## src/rtl/imm_gen_pipe.sv

```systemverilog
// RISC-V immediate generator with a main/skid output buffer, ordered delivery and an illegal-opcode counter.
// Build option: define IMM_GEN_ZICSR_EN to decode CSR-immediate forms (opcode 1110011, funct3[2]=1) as Z-type.
module imm_gen_pipe #(
   parameter int DATA_WIDTH = 32,
   parameter int TAG_WIDTH  = 4
) (
   input  logic                  clk,
   input  logic                  reset,
   input  logic                  flush,
   input  logic                  in_valid,
   output logic                  in_ready,
   input  logic [31:0]           in_instr,
   input  logic [TAG_WIDTH-1:0]  in_tag,
   output logic                  out_valid,
   input  logic                  out_ready,
   output logic [DATA_WIDTH-1:0] out_sextimm,
   output logic [2:0]            out_imm_type,
   output logic                  out_illegal,
   output logic [TAG_WIDTH-1:0]  out_tag,
   output logic [15:0]           illegal_cnt
);

   localparam logic [2:0] T_NONE = 3'd0;
   localparam logic [2:0] T_I    = 3'd1;
   localparam logic [2:0] T_S    = 3'd2;
   localparam logic [2:0] T_B    = 3'd3;
   localparam logic [2:0] T_U    = 3'd4;
   localparam logic [2:0] T_J    = 3'd5;
`ifdef IMM_GEN_ZICSR_EN
   localparam logic [2:0] T_Z    = 3'd6;
`endif

   typedef struct packed {
      logic [DATA_WIDTH-1:0] imm;
      logic [2:0]            typ;
      logic                  ill;
      logic [TAG_WIDTH-1:0]  tag;
   } entry_t;

   logic [31:0] w_imm32;
   logic [2:0]  w_type;
   logic        w_ill;
   logic [DATA_WIDTH-1:0] w_imm;
   entry_t      w_dec;

   always_comb begin
      w_imm32 = '0;
      w_type  = T_NONE;
      w_ill   = 1'b0;
      case (in_instr[6:0])
         7'b0010011, 7'b0000011, 7'b1100111: begin
            w_type  = T_I;
            w_imm32 = {{20{in_instr[31]}}, in_instr[31:20]};
         end
         7'b0100011: begin
            w_type  = T_S;
            w_imm32 = {{20{in_instr[31]}}, in_instr[31:25], in_instr[11:7]};
         end
         7'b1100011: begin
            w_type  = T_B;
            w_imm32 = {{19{in_instr[31]}}, in_instr[31], in_instr[7], in_instr[30:25],
                       in_instr[11:8], 1'b0};
         end
         7'b0110111, 7'b0010111: begin
            w_type  = T_U;
            w_imm32 = {in_instr[31:12], 12'b0};
         end
         7'b1101111: begin
            w_type  = T_J;
            w_imm32 = {{11{in_instr[31]}}, in_instr[31], in_instr[19:12], in_instr[20],
                       in_instr[30:21], 1'b0};
         end
         7'b0110011, 7'b0001111: w_type = T_NONE;
         7'b1110011: begin
`ifdef IMM_GEN_ZICSR_EN
            if (in_instr[14]) begin
               w_type  = T_Z;
               w_imm32 = {27'b0, in_instr[19:15]};
            end
`else
            w_type = T_NONE;
`endif
         end
         // RV64 word-ops only exist when the datapath is 64 bits wide.
         7'b0011011: begin
            if (DATA_WIDTH == 64) begin
               w_type  = T_I;
               w_imm32 = {{20{in_instr[31]}}, in_instr[31:20]};
            end else begin
               w_ill = 1'b1;
            end
         end
         7'b0111011: w_ill = (DATA_WIDTH != 64);
         default:    w_ill = 1'b1;
      endcase
      if (in_instr[1:0] != 2'b11) w_ill = 1'b1;
      if (w_ill) begin
         w_type  = T_NONE;
         w_imm32 = '0;
      end
   end

   generate
      if (DATA_WIDTH > 32) begin : g_wide
         assign w_imm = {{(DATA_WIDTH-32){w_imm32[31]}}, w_imm32};
      end else begin : g_narrow
         assign w_imm = w_imm32;
      end
   endgenerate

   assign w_dec = '{imm: w_imm, typ: w_type, ill: w_ill, tag: in_tag};

   // Handshake: a transfer happens on a cycle where valid and ready are both 1 at the rising edge;
   // valid never depends on ready, and in_ready is a flop equal to NOT(skid valid).
   entry_t      r_main, r_skid;
   logic        r_main_valid, r_skid_valid, r_in_ready;
   logic [15:0] r_cnt;
   logic        w_acc, w_deq;
   logic        w_main_load_skid, w_main_load_in, w_skid_load_in;
   logic        w_main_valid_nxt, w_skid_valid_nxt;

   always_comb begin
      w_acc            = in_valid & r_in_ready;
      w_deq            = r_main_valid & out_ready;
      w_main_load_skid = w_deq & r_skid_valid;
      w_main_load_in   = w_acc & (~r_main_valid | (w_deq & ~r_skid_valid));
      w_skid_load_in   = w_acc & ~w_main_load_in;
      w_main_valid_nxt = w_main_load_skid | w_main_load_in | (r_main_valid & ~w_deq);
      w_skid_valid_nxt = w_skid_load_in | (r_skid_valid & ~w_deq);
   end

   always_ff @(posedge clk or posedge reset) begin
      if (reset) begin
         r_main       <= '0;
         r_skid       <= '0;
         r_main_valid <= 1'b0;
         r_skid_valid <= 1'b0;
         r_in_ready   <= 1'b1;
         r_cnt        <= '0;
      end else begin
         if (w_main_load_skid)    r_main <= r_skid;
         else if (w_main_load_in) r_main <= w_dec;
         if (w_skid_load_in)      r_skid <= w_dec;
         // Flush only kills the valids; a handshake already under way still counts below.
         if (flush) begin
            r_main_valid <= 1'b0;
            r_skid_valid <= 1'b0;
            r_in_ready   <= 1'b1;
         end else begin
            r_main_valid <= w_main_valid_nxt;
            r_skid_valid <= w_skid_valid_nxt;
            r_in_ready   <= ~w_skid_valid_nxt;
         end
         if (w_deq && r_main.ill && (r_cnt != 16'hFFFF)) r_cnt <= r_cnt + 16'd1;
      end
   end

   assign in_ready     = r_in_ready;
   assign out_valid    = r_main_valid;
   assign out_sextimm  = r_main.imm;
   assign out_imm_type = r_main.typ;
   assign out_illegal  = r_main.ill;
   assign out_tag      = r_main.tag;
   assign illegal_cnt  = r_cnt;

endmodule

```

## config.mk

```make
export PLATFORM = sky130hd
export DESIGN_NAME = imm_gen_pipe
export DESIGN_NICKNAME = d
export VERILOG_FILES = /design/src/rtl/imm_gen_pipe.sv
export SDC_FILE = /design/constraint.sdc
export NUM_CORES = 1
export LEC_CHECK = 0
export BUFFER_PORTS_ARGS = -buffer_cell sky130_fd_sc_hd__buf_2
export CAP_MARGIN = 5
export CORE_MARGIN = 2
export CORE_UTILIZATION = 40
export DETAILED_ROUTE_END_ITERATION = 6
export SLEW_MARGIN = 20
export SYNTH_ARGS = -nofsm -noshare
export SYNTH_HDL_FRONTEND = slang
export SYNTH_SLANG_ARGS = --single-unit
```

## constraint.sdc

```tcl
create_clock -name clk -period 2.8 [get_ports clk]
set_input_delay 0.14 -clock clk [delete_from_list [all_inputs] [get_ports clk]]
set_output_delay 0.14 -clock clk [all_outputs]
set_load 0.03 [all_outputs]
```

==> metrics.txt, run 1 <==
layer with the highest usage met2; clock sink count 99; IO Port Bufs 98; starting density of the core 41.03%; most numerous cell in the Yosys netlist dfrtp_1; mean post-synth cell area around 12 µm²; hold buffers post-CTS 3; Slew @ Worst Pin 0.9243 ns; post_cts resized 0; final worst setup slack between 0.7 and 0.8 ns; crit path max fanout 28; TritonCTS clock tree yes; initial antenna violation count 1; diode count 0; Syn Inst Count 406; Distinct cells, synth 66; Startpoint Class flop; die width 112.2 µm; number of global-route vias before repair 3603; Layout Nets 539; number of flops mapped to enable cells by yosys 0; share of cells above drive strength 1 between 20 and 30%; clk_lat worst skew 0.34 ns; Pins Over Slew Limit 0; status complete, but fails checks; min Tclk post-route 2.043 ns; YS warnings 0; Place WS 0.7661 ns; leakage 2.876 nW; DRC 0; met2 Usage GRT 28.71%; Die Height 112.2 µm; MaxCap Viol Count 0; RSZ-0062 raised after global routing no; grt met3 use 3.942%; Final TNS setup 0 ns; top cell type's share of synthesized area 52.35%; total CTS buffers 9; r2r startpoint out_valid$_DFF_PP0_; GR Util All Layers 18.97%; gr ovfl total 0; Worst IR Drop VDD approximately 0.28 mV; WP data arrival ~2.3 ns; pin count of the biggest net entering global routing between 70 and 80; Setup crit end kind flop; Min-Delay Path Class input port to asynchronous set/reset pin; post-layout util 48.40%; slew margin rel. 38.38%; async set or reset register ratio after synthesis 100.0%; WP data required 3.00 ns; worst reg2reg path depth 5; main area contributors after synthesis dfrtp_1 52%, a221o_1 4.1%, a22o_1 3.7%; Post-DRT Antenna Nets 0; DPL Wire Length 7947 µm; final worst path period share 72.98%; Layout Skew 0.006179 ns; sequential share of the synthesized area 52.91%; Synth top cells by count 98 x dfrtp_1, 44 x nand2_1, 20 x a22o_1; WS Path Type flop to flop; io pins 99; GR Layer Usage met1 26.70%; Layout area overhead 17.98%; initial drt markers 378; vias per cell 5.767; H-tree lvl count 3; first-pass GRT wire length 18970 µm; routed len/inst 18.02 µm; final hold vios 4; #FFs+latches synth 99; core area 11420 µm²; endpoints failing setup 0; Clock Tree Buf Depth 2; cell row count 39; clock slew seen by the registers of the worst setup and hold paths 0.07 ns; total die area 12590 µm²; prevailing post-synth register cell dfrtp_1; Synth area leader dfrtp_1; CTS root buf clkbuf_16; first drt pass iteration count 7; PwrDens between 500 and 600 nW/µm²; synthesized net count 448; Fmax 489.4 MHz; violated checks negative hold slack; Fin Hold WS -0.007892 ns; Critical Path Start out_valid$_DFF_PP0_; Cell Area, Synth ~4700 µm²; Vias around 3700; Routed WL 11590 µm; post-CTS setup buffer count 0; Placer Congestion about 0.82
-- cells by family after synthesis --
family | count (synthesis) | synth area share [%]
simple gates | 128 | 16.59
fa+ha+maj | 1 | 0.2671
compound gates | 132 | 23.42
buf+inv | 31 | 3.552
mux | 4 | 1.202
xor+xnor | 11 | 2.057
flops | 99 | 52.91
-- state kept, by name, summed over array words and instances (netlist names) --
name / cells
illegal_cnt: 16
out_valid: 1
out_imm_type: 3
r_skid_valid: 1
r_skid: 40
out_tag: 4
out_sextimm: 32
out_illegal: 1
in_ready: 1
-- critical path, stage by stage (launching register included) --
cell	delay, ns
dfrtp_1	0.70
nand2_1	0.15
a21o_1	0.31
buf_4	0.28
a222oi_1	0.37
nand2_1	0.10
-- layer usage --
metal	vias to the layer above	share of wire, %
met5	-	0.095
met4	2	1.8
met3	15	4.7
met2	92	47
met1	1872	47
li1	1727	-
-- report_power, final --
group / internal (mW) / switching (mW)
Sequential: 1.54 / 0.0948
Clock: 0.590 / 0.516
Combinational: 0.169 / 0.309
-- cell type report --
class / instances / area, µm²
Clock buffer: 11 / 232.7
Clock inverter: 3 / 17.52
Fill cell: 1062 / 5892
Inverter: 5 / 21.27
Multi-Input combinational cell: 276 / 2039
Sequential cell: 99 / 2479
Tap cell: 143 / 178.9
Timing Repair Buffer: 106 / 558.0
-- layout by cell type (no fill, tap or decap), types with 6 or more instances in the layout --
cell type / n
o21ai_0: 12
a221o_1: 19
a22o_1: 20
dfrtp_1: 98
nand2_1: 44
xor2_1: 7
a21o_1: 9
nand3_1: 13
nor2_1: 18
clkbuf_16: 9
a21oi_1: 15
and3_1: 6
a22oi_1: 9
buf_2: 98
a222oi_1: 12
a211o_1: 9
-- final timing paths --
check                                                   end  slack (ns)
max in group asynchronous       illegal_cnt[13]$_DFFE_PP0P_        2.01
worst min register to register        r_skid[3]$_DFFE_PP0P_        0.48
min in group clk                      r_skid[3]$_DFFE_PP0P_        0.01
worst min-delay path            out_sextimm[26]$_DFFE_PP0N_      -0.008
worst max-delay path            out_sextimm[21]$_DFFE_PP0N_        0.76
worst max register to register  out_sextimm[21]$_DFFE_PP0N_        0.76
-- stage by stage --
stage          area [µm²]  cells  total power, mW
2_1_floorplan        4684    406            1.967
3_3_place_gp         5246    626            2.129
3_5_place_dp         5246    626            2.143
4_1_cts              5527    643            3.258
5_1_grt              5527    643            3.358
6_report             5527    643            3.218
No activity file was read; power rests on OpenSTA's default activity.
==> run 2: changes to the inputs <==
Clock period 2.8 ns to 1.95 ns, I/O delays scaled along.
==> run 2 against run 1 <==
Against the previous run: the run now ends clean; sequential cell count unchanged; worst setup slack worse by 0.64 ns; critical path depth down 1; hold slack better by 0.021 ns; non-clock buffer count up 19; count of clock-buffer cells in the layout unchanged; highest routed layer is now met4.
==> metrics.txt, run 2 (same netlist as run 1, synthesis figures left out) <==
gr ovfl total 0 (unchanged); slew margin rel. 59.95% (was 38.38%); H-tree lvl count 3 (unchanged); Multi-input gate area 2042 µm² (was 2039 µm²); Vias 3782 (was 3708); PwrDens 820.9 nW/µm² (was 582.3 nW/µm²); share of cells above drive strength 1 30.33% (was 29.00%); MaxCap Viol Count 0 (unchanged); Biggest register r_skid (unchanged); Pins Over Slew Limit 0 (unchanged); Placer Congestion 0.8220 (was 0.8189); fill cell count 1041 (was 1062); Layout Cells excl Fill 664 (was 643); Final TNS setup 0 ns (unchanged); Buf/Inv on CP 0 (was 1); min Tclk post-route 1.833 ns (was 2.043 ns); cell count after placement 636 (was 626); core area 11420 µm² (unchanged); critical path's slowest cell a211oi_4 (was dfrtp_1); first drt pass iteration count 5 (was 7); status finished clean (was complete, but fails checks); endpoints failing setup 0 (unchanged); Layout area overhead 22.84% (was 17.98%); cell family with most CP delay compound AO/OA/AOI/OAI gates (was flip-flops); worst reg2reg path depth 4 (was 5); clock sink count 99 (unchanged); routed len/inst 17.86 µm (was 18.02 µm); die width 112.2 µm (unchanged); Worst setup endpoint out_sextimm[17]$_DFFE_PP0N_ (was out_sextimm[21]$_DFFE_PP0N_); CTS root buf clkbuf_16 (unchanged); R2R Setup Slk 0.12 ns (was 0.76 ns); final worst path period share 93.99% (was 72.98%); vias per cell 5.696 (was 5.767); Layout Nets 558 (was 539); max reg flops 40 (unchanged); Startpoint Class flop (unchanged); first-pass GRT wire length 19390 µm (was 18970 µm); TritonCTS clock tree yes (unchanged); Worst IR Drop VDD 0.3724 mV (was 0.2776 mV); clk_lat worst skew 0.35 ns (was 0.34 ns); CP Cell Sequence nand2b_1, a21o_4, a211oi_4, a211o_1 (was nand2_1, a21o_1, buf_4, a222oi_1, nand2_1); leakage 2.969 nW (was 2.876 nW); initial antenna violation count 0 (was 1); Die Height 112.2 µm (unchanged); crit path max fanout 15 (was 28); Min-Delay Path Class input port to flop (was input port to asynchronous set/reset pin); diode count 0 (unchanged); pin count of the biggest net entering global routing 52 (was 75); WP data arrival 2.12 ns (was 2.25 ns); Fmax 545.6 MHz (was 489.4 MHz); IO Port Bufs 98 (unchanged); RSZ-0062 raised after global routing no (unchanged); WP data required 2.24 ns (was 3.00 ns); total stage count of the critical path 4 (was 5); DRC 0 (unchanged); WS Path Type flop to flop (unchanged); Layout Skew 0.009659 ns (was 0.006179 ns); number of global-route vias before repair 3792 (was 3603); RR Endpoint out_sextimm[17]$_DFFE_PP0N_ (was out_sextimm[21]$_DFFE_PP0N_); starting density of the core 41.03% (unchanged); Critical Path Start r_skid_valid$_DFF_PP0_ (was out_valid$_DFF_PP0_); total die area 12590 µm² (unchanged); Routed WL 11860 µm (was 11590 µm); Clock Tree Buf Depth 2 (unchanged); initial drt markers 278 (was 378); most frequent cells in the layout 98 x dfrtp_1, 98 x buf_2, 44 x nand2_1 (unchanged); Worst path max stage delay 0.47 ns (was 0.70 ns); DPL Wire Length 8154 µm (was 7947 µm); Slew @ Worst Pin 0.5981 ns (was 0.9243 ns); Setup crit end kind flop (unchanged); Post-DRT Antenna Nets 0 (unchanged); sequential cell area 2479 µm² (unchanged); cell row count 39 (unchanged); final hold vios 0 (was 4); clock slew seen by the registers of the worst setup and hold paths 0.07 ns (about the same); r2r startpoint r_skid_valid$_DFF_PP0_ (was out_valid$_DFF_PP0_); GR Util All Layers 19.20% (was 18.97%); io pins 99 (unchanged); total CTS buffers 9 (unchanged)
-- run 2: cell types whose count changed in the layout (fill, tap and decap cells not counted), sizes merged --
cell | previous run | this run
buf | 103 | 113
dlygate4sd3 | 3 | 12
clkinvlp | 1 | 5
clkinv | 2 | 0
-- run 2: per-layer routing --
metal	part of all wire, %	global-route usage (%)	vias up
met4	1.4	7.236	0
met1	47	27.07	1896
li1	-	-	1772
met2	47	29.96	103
met5	0	0	-
met3	4.3	3.240	11
-- run 2: report_power, final --
group          internal (mW)  switching (mW)
combinational          0.273           0.462
clock                  0.871           0.781
sequential              2.21           0.128
total                   3.35            1.37
-- run 2: worst min path at each step --
stage,from,end,slack (ns),depth (start not counted)
floorplan,flush,out_valid$_DFF_PP0_,0.16,1
global placement,reset,out_sextimm[16]$_DFFE_PP0N_,0.04,2
detailed placement,reset,out_sextimm[16]$_DFFE_PP0N_,0.05,2
CTS,in_instr[25],out_sextimm[5]$_DFFE_PP0N_,0.002,2
global route,in_instr[17],out_sextimm[17]$_DFFE_PP0N_,0.007,2
finish,in_instr[12],out_sextimm[12]$_DFFE_PP0N_,0.01,2
-- run 2: cell type report --
cell class	instances	area share (%)
multi-input cells	276	35.49
well taps	143	3.109
clock buffers	11	4.044
clock inverters	5	0.6741
repair buffers	125	13.22
inverters	5	0.3914
flip-flops and latches	99	43.07
-- run 2: what timing repair did --
| item | in CTS | in global routing |
|---|---|---|
| setup buffers | 0 | 0 |
| hold endpoints to repair | 111 | 0 |
| setup endpoints to repair | 0 | 11 |
| hold buffers | 12 | 0 |
| resized for setup | 0 | 1 |
-- run 2: stage by stage --
stage | instance area (µm²) | setup WS (ns) | utilization, % | total power [mW] | hold slack, ns
after global placement | 5360 | 0.1627 | 46.94 | 3.079 | 0.04077
after CTS | 5752 | 0.04243 | 50.37 | 4.768 | 0.001645
after global routing | 5754 | 0.01438 | 50.39 | 4.940 | 0.006531
after detailed placement | 5360 | 0.06078 | 46.94 | 3.097 | 0.04973
after floorplan | 4688 | 0.1274 | - | 2.825 | 0.1639
final | 5754 | 0.1172 | 50.39 | 4.724 | 0.01318
==> run 3: changes to the inputs <==
--- a/config.mk
+++ b/config.mk
@@ -6,9 +6,9 @@
 export NUM_CORES = 1
 export LEC_CHECK = 0
-export BUFFER_PORTS_ARGS = -buffer_cell sky130_fd_sc_hd__buf_2
 export CAP_MARGIN = 5
 export CORE_MARGIN = 2
 export CORE_UTILIZATION = 40
 export DETAILED_ROUTE_END_ITERATION = 6
+export DONT_BUFFER_PORTS = 1
 export SLEW_MARGIN = 20
 export SYNTH_ARGS = -nofsm -noshare
==> constraint.sdc (replaced) <==
create_clock -name clk -period 1.95 [get_ports clk]
set_input_delay 0.0975 -clock clk [delete_from_list [all_inputs] [get_ports clk]]
set_output_delay 0.0975 -clock clk [all_outputs]
set_load 0.05 [all_outputs]
==> run 3 against run 2 <==
Against the previous run: combinational power down 2.9%; first-iteration DRC count decreased by 15%; worst setup slack improved by 0.011 ns; critical endpoint is now out_sextimm[16]$_DFFE_PP0N_; total power grew 2.7%; global-route usage rose by 0.49 points; cell count is 8.9% lower; clock skew increased by 0.00059 ns.
==> metrics.txt, run 3 (same netlist as run 1, synthesis figures left out) <==
cell count after placement 558 (was 636); PwrDens 866.4 nW/µm² (was 820.9 nW/µm²); Die Height 112.2 µm (unchanged); number of global-route vias before repair 3741 (was 3792); Slew @ Worst Pin 0.6726 ns (was 0.5981 ns); most frequent cells in the layout 98 x dfrtp_1, 44 x nand2_1, 34 x buf_4 (was 98 x dfrtp_1, 98 x buf_2, 44 x nand2_1); CTS root buf clkbuf_16 (unchanged); first drt pass iteration count 5 (unchanged); IO Port Bufs 0 (was 98); cell row count 39 (unchanged); Final Cell Area 5599 µm² (was 5754 µm²); Fin Hold WS 0.02576 ns (was 0.01318 ns); leakage 2.703 nW (was 2.969 nW); routed len/inst 19.76 µm (was 17.86 µm); Pins Over Slew Limit 0 (unchanged); share of cells above drive strength 1 17.10% (was 30.33%); final worst path period share 93.45% (was 93.99%); WP data arrival 2.10 ns (was 2.12 ns); WP data required 2.23 ns (was 2.24 ns); Critical Path Start r_skid_valid$_DFF_PP0_ (unchanged); DPL Wire Length 8123 µm (was 8154 µm); Min-Delay Path Class input port to flop (unchanged); H-tree lvl count 3 (unchanged); Biggest register r_skid (unchanged); endpoints failing setup 0 (unchanged); Final TNS setup 0 ns (unchanged); r2r startpoint r_skid_valid$_DFF_PP0_ (unchanged); total CTS buffers 9 (unchanged); post-CTS setup buffer count 0 (unchanged); die width 112.2 µm (unchanged); Layout Cells excl Fill 605 (was 664); Placer Congestion 0.8206 (was 0.8220); initial drt markers 236 (was 278); clk_lat worst skew 0.35 ns (about the same); total die area 12590 µm² (unchanged); WS Path Type flop to flop (unchanged); clock slew seen by the registers of the worst setup and hold paths 0.06 ns (was 0.07 ns); Routed WL 11960 µm (was 11860 µm); diode count 0 (unchanged); io pins 99 (unchanged); status finished clean (unchanged); Vias 3627 (was 3782); placed inst area 4995 µm² (was 5360 µm²); Fmax 548.8 MHz (was 545.6 MHz); Clock Tree Buf Depth 2 (unchanged); gr ovfl total 0 (unchanged); RSZ-0062 raised after global routing no (unchanged); R2R Setup Slk 0.13 ns (was 0.12 ns); fill cell count 1046 (was 1041); DRC 0 (unchanged); worst reg2reg path depth 4 (unchanged); Layout area overhead 19.52% (was 22.84%); TritonCTS clock tree yes (unchanged); starting density of the core 41.03% (unchanged); initial antenna violation count 0 (unchanged); Startpoint Class flop (unchanged); vias per cell 5.995 (was 5.696); MaxCap Viol Count 0 (unchanged); max reg flops 40 (unchanged); Worst setup endpoint out_sextimm[16]$_DFFE_PP0N_ (was out_sextimm[17]$_DFFE_PP0N_); leading cell type in the layout, fill and taps excluded dfrtp_1; Layout Nets 500 (was 558); core area 11420 µm² (unchanged); crit path max fanout 15 (unchanged); Layout Skew 0.01025 ns (was 0.009659 ns); slew margin rel. 54.96% (was 59.95%); Post-DRT Antenna Nets 0 (unchanged); final hold vios 0 (unchanged); pin count of the biggest net entering global routing 51 (was 52); RR Endpoint out_sextimm[16]$_DFFE_PP0N_ (was out_sextimm[17]$_DFFE_PP0N_); clock sink count 99 (unchanged); first-pass GRT wire length 19780 µm (was 19390 µm); min Tclk post-route 1.822 ns (was 1.833 ns); GR Util All Layers 19.69% (was 19.20%); Setup crit end kind flop (unchanged); Worst IR Drop VDD 0.5620 mV (was 0.3724 mV)
## run 3: timing repair
action	in CTS	in global routing
endpoints found under the setup margin	3	0
hold buffers	32	0
endpoints found under the hold margin	94	0
resized for setup	1	0
## run 3: layer usage
layer | global-route usage [%] | wire [µm]
met3 | 6.210 | 874
met1 | 25.58 | 5166
met4 | 6.260 | 127
met5 | 0 | 0
met2 | 31.65 | 5787
## run 3: worst min path at each step
stage,startpoint,end,cells after the start
floorplan,flush,out_valid$_DFF_PP0_,1
global placement,reset,r_skid[24]$_DFFE_PP0P_,1
detailed placement,reset,out_sextimm[16]$_DFFE_PP0N_,1
CTS,in_instr[31],r_skid[39]$_DFFE_PP0P_,2
global route,in_instr[6],r_skid[19]$_DFFE_PP0P_,3
finish,in_instr[31],r_skid[39]$_DFFE_PP0P_,2
## run 3: worst max-delay path, stage by stage, from the launching register on
cell and delay, ns:
dfrtp_1 0.41, nand2b_1 0.33, a21o_4 0.39, a211oi_4 0.46, a211o_1 0.17
## run 3: power breakdown
part	internal (mW)	leakage, nW	switching [mW]
Combinational	0.270	1.24	0.444
Sequential	2.21	1.33	0.236
Clock	0.964	0.135	0.730
Total	3.44	2.70	1.41
## run 3: metrics by stage
step | setup slack (ns) | util (%) | power, mW
global placement | 0.1089 | 43.74 | 3.103
detailed placement | -0.01514 | 43.74 | 3.129
finish | 0.1277 | 49.04 | 4.851
floorplan | 0.02393 | - | 2.942
CTS | 0.1479 | 49.04 | 4.908
global route | 0.05403 | 49.04 | 5.062
## run 3: layout make-up
type / count / area [µm²] / area share, %
multi-input combinational: 276 / 2042 / 36.47
tap: 143 / 178.9 / 3.196
timing repair buffer: 67 / 595.6 / 10.64
inverter: 5 / 22.52 / 0.4022
clock inverter: 1 / 7.507 / 0.1341
clock buffer: 14 / 274.0 / 4.894
sequential: 99 / 2479 / 44.27
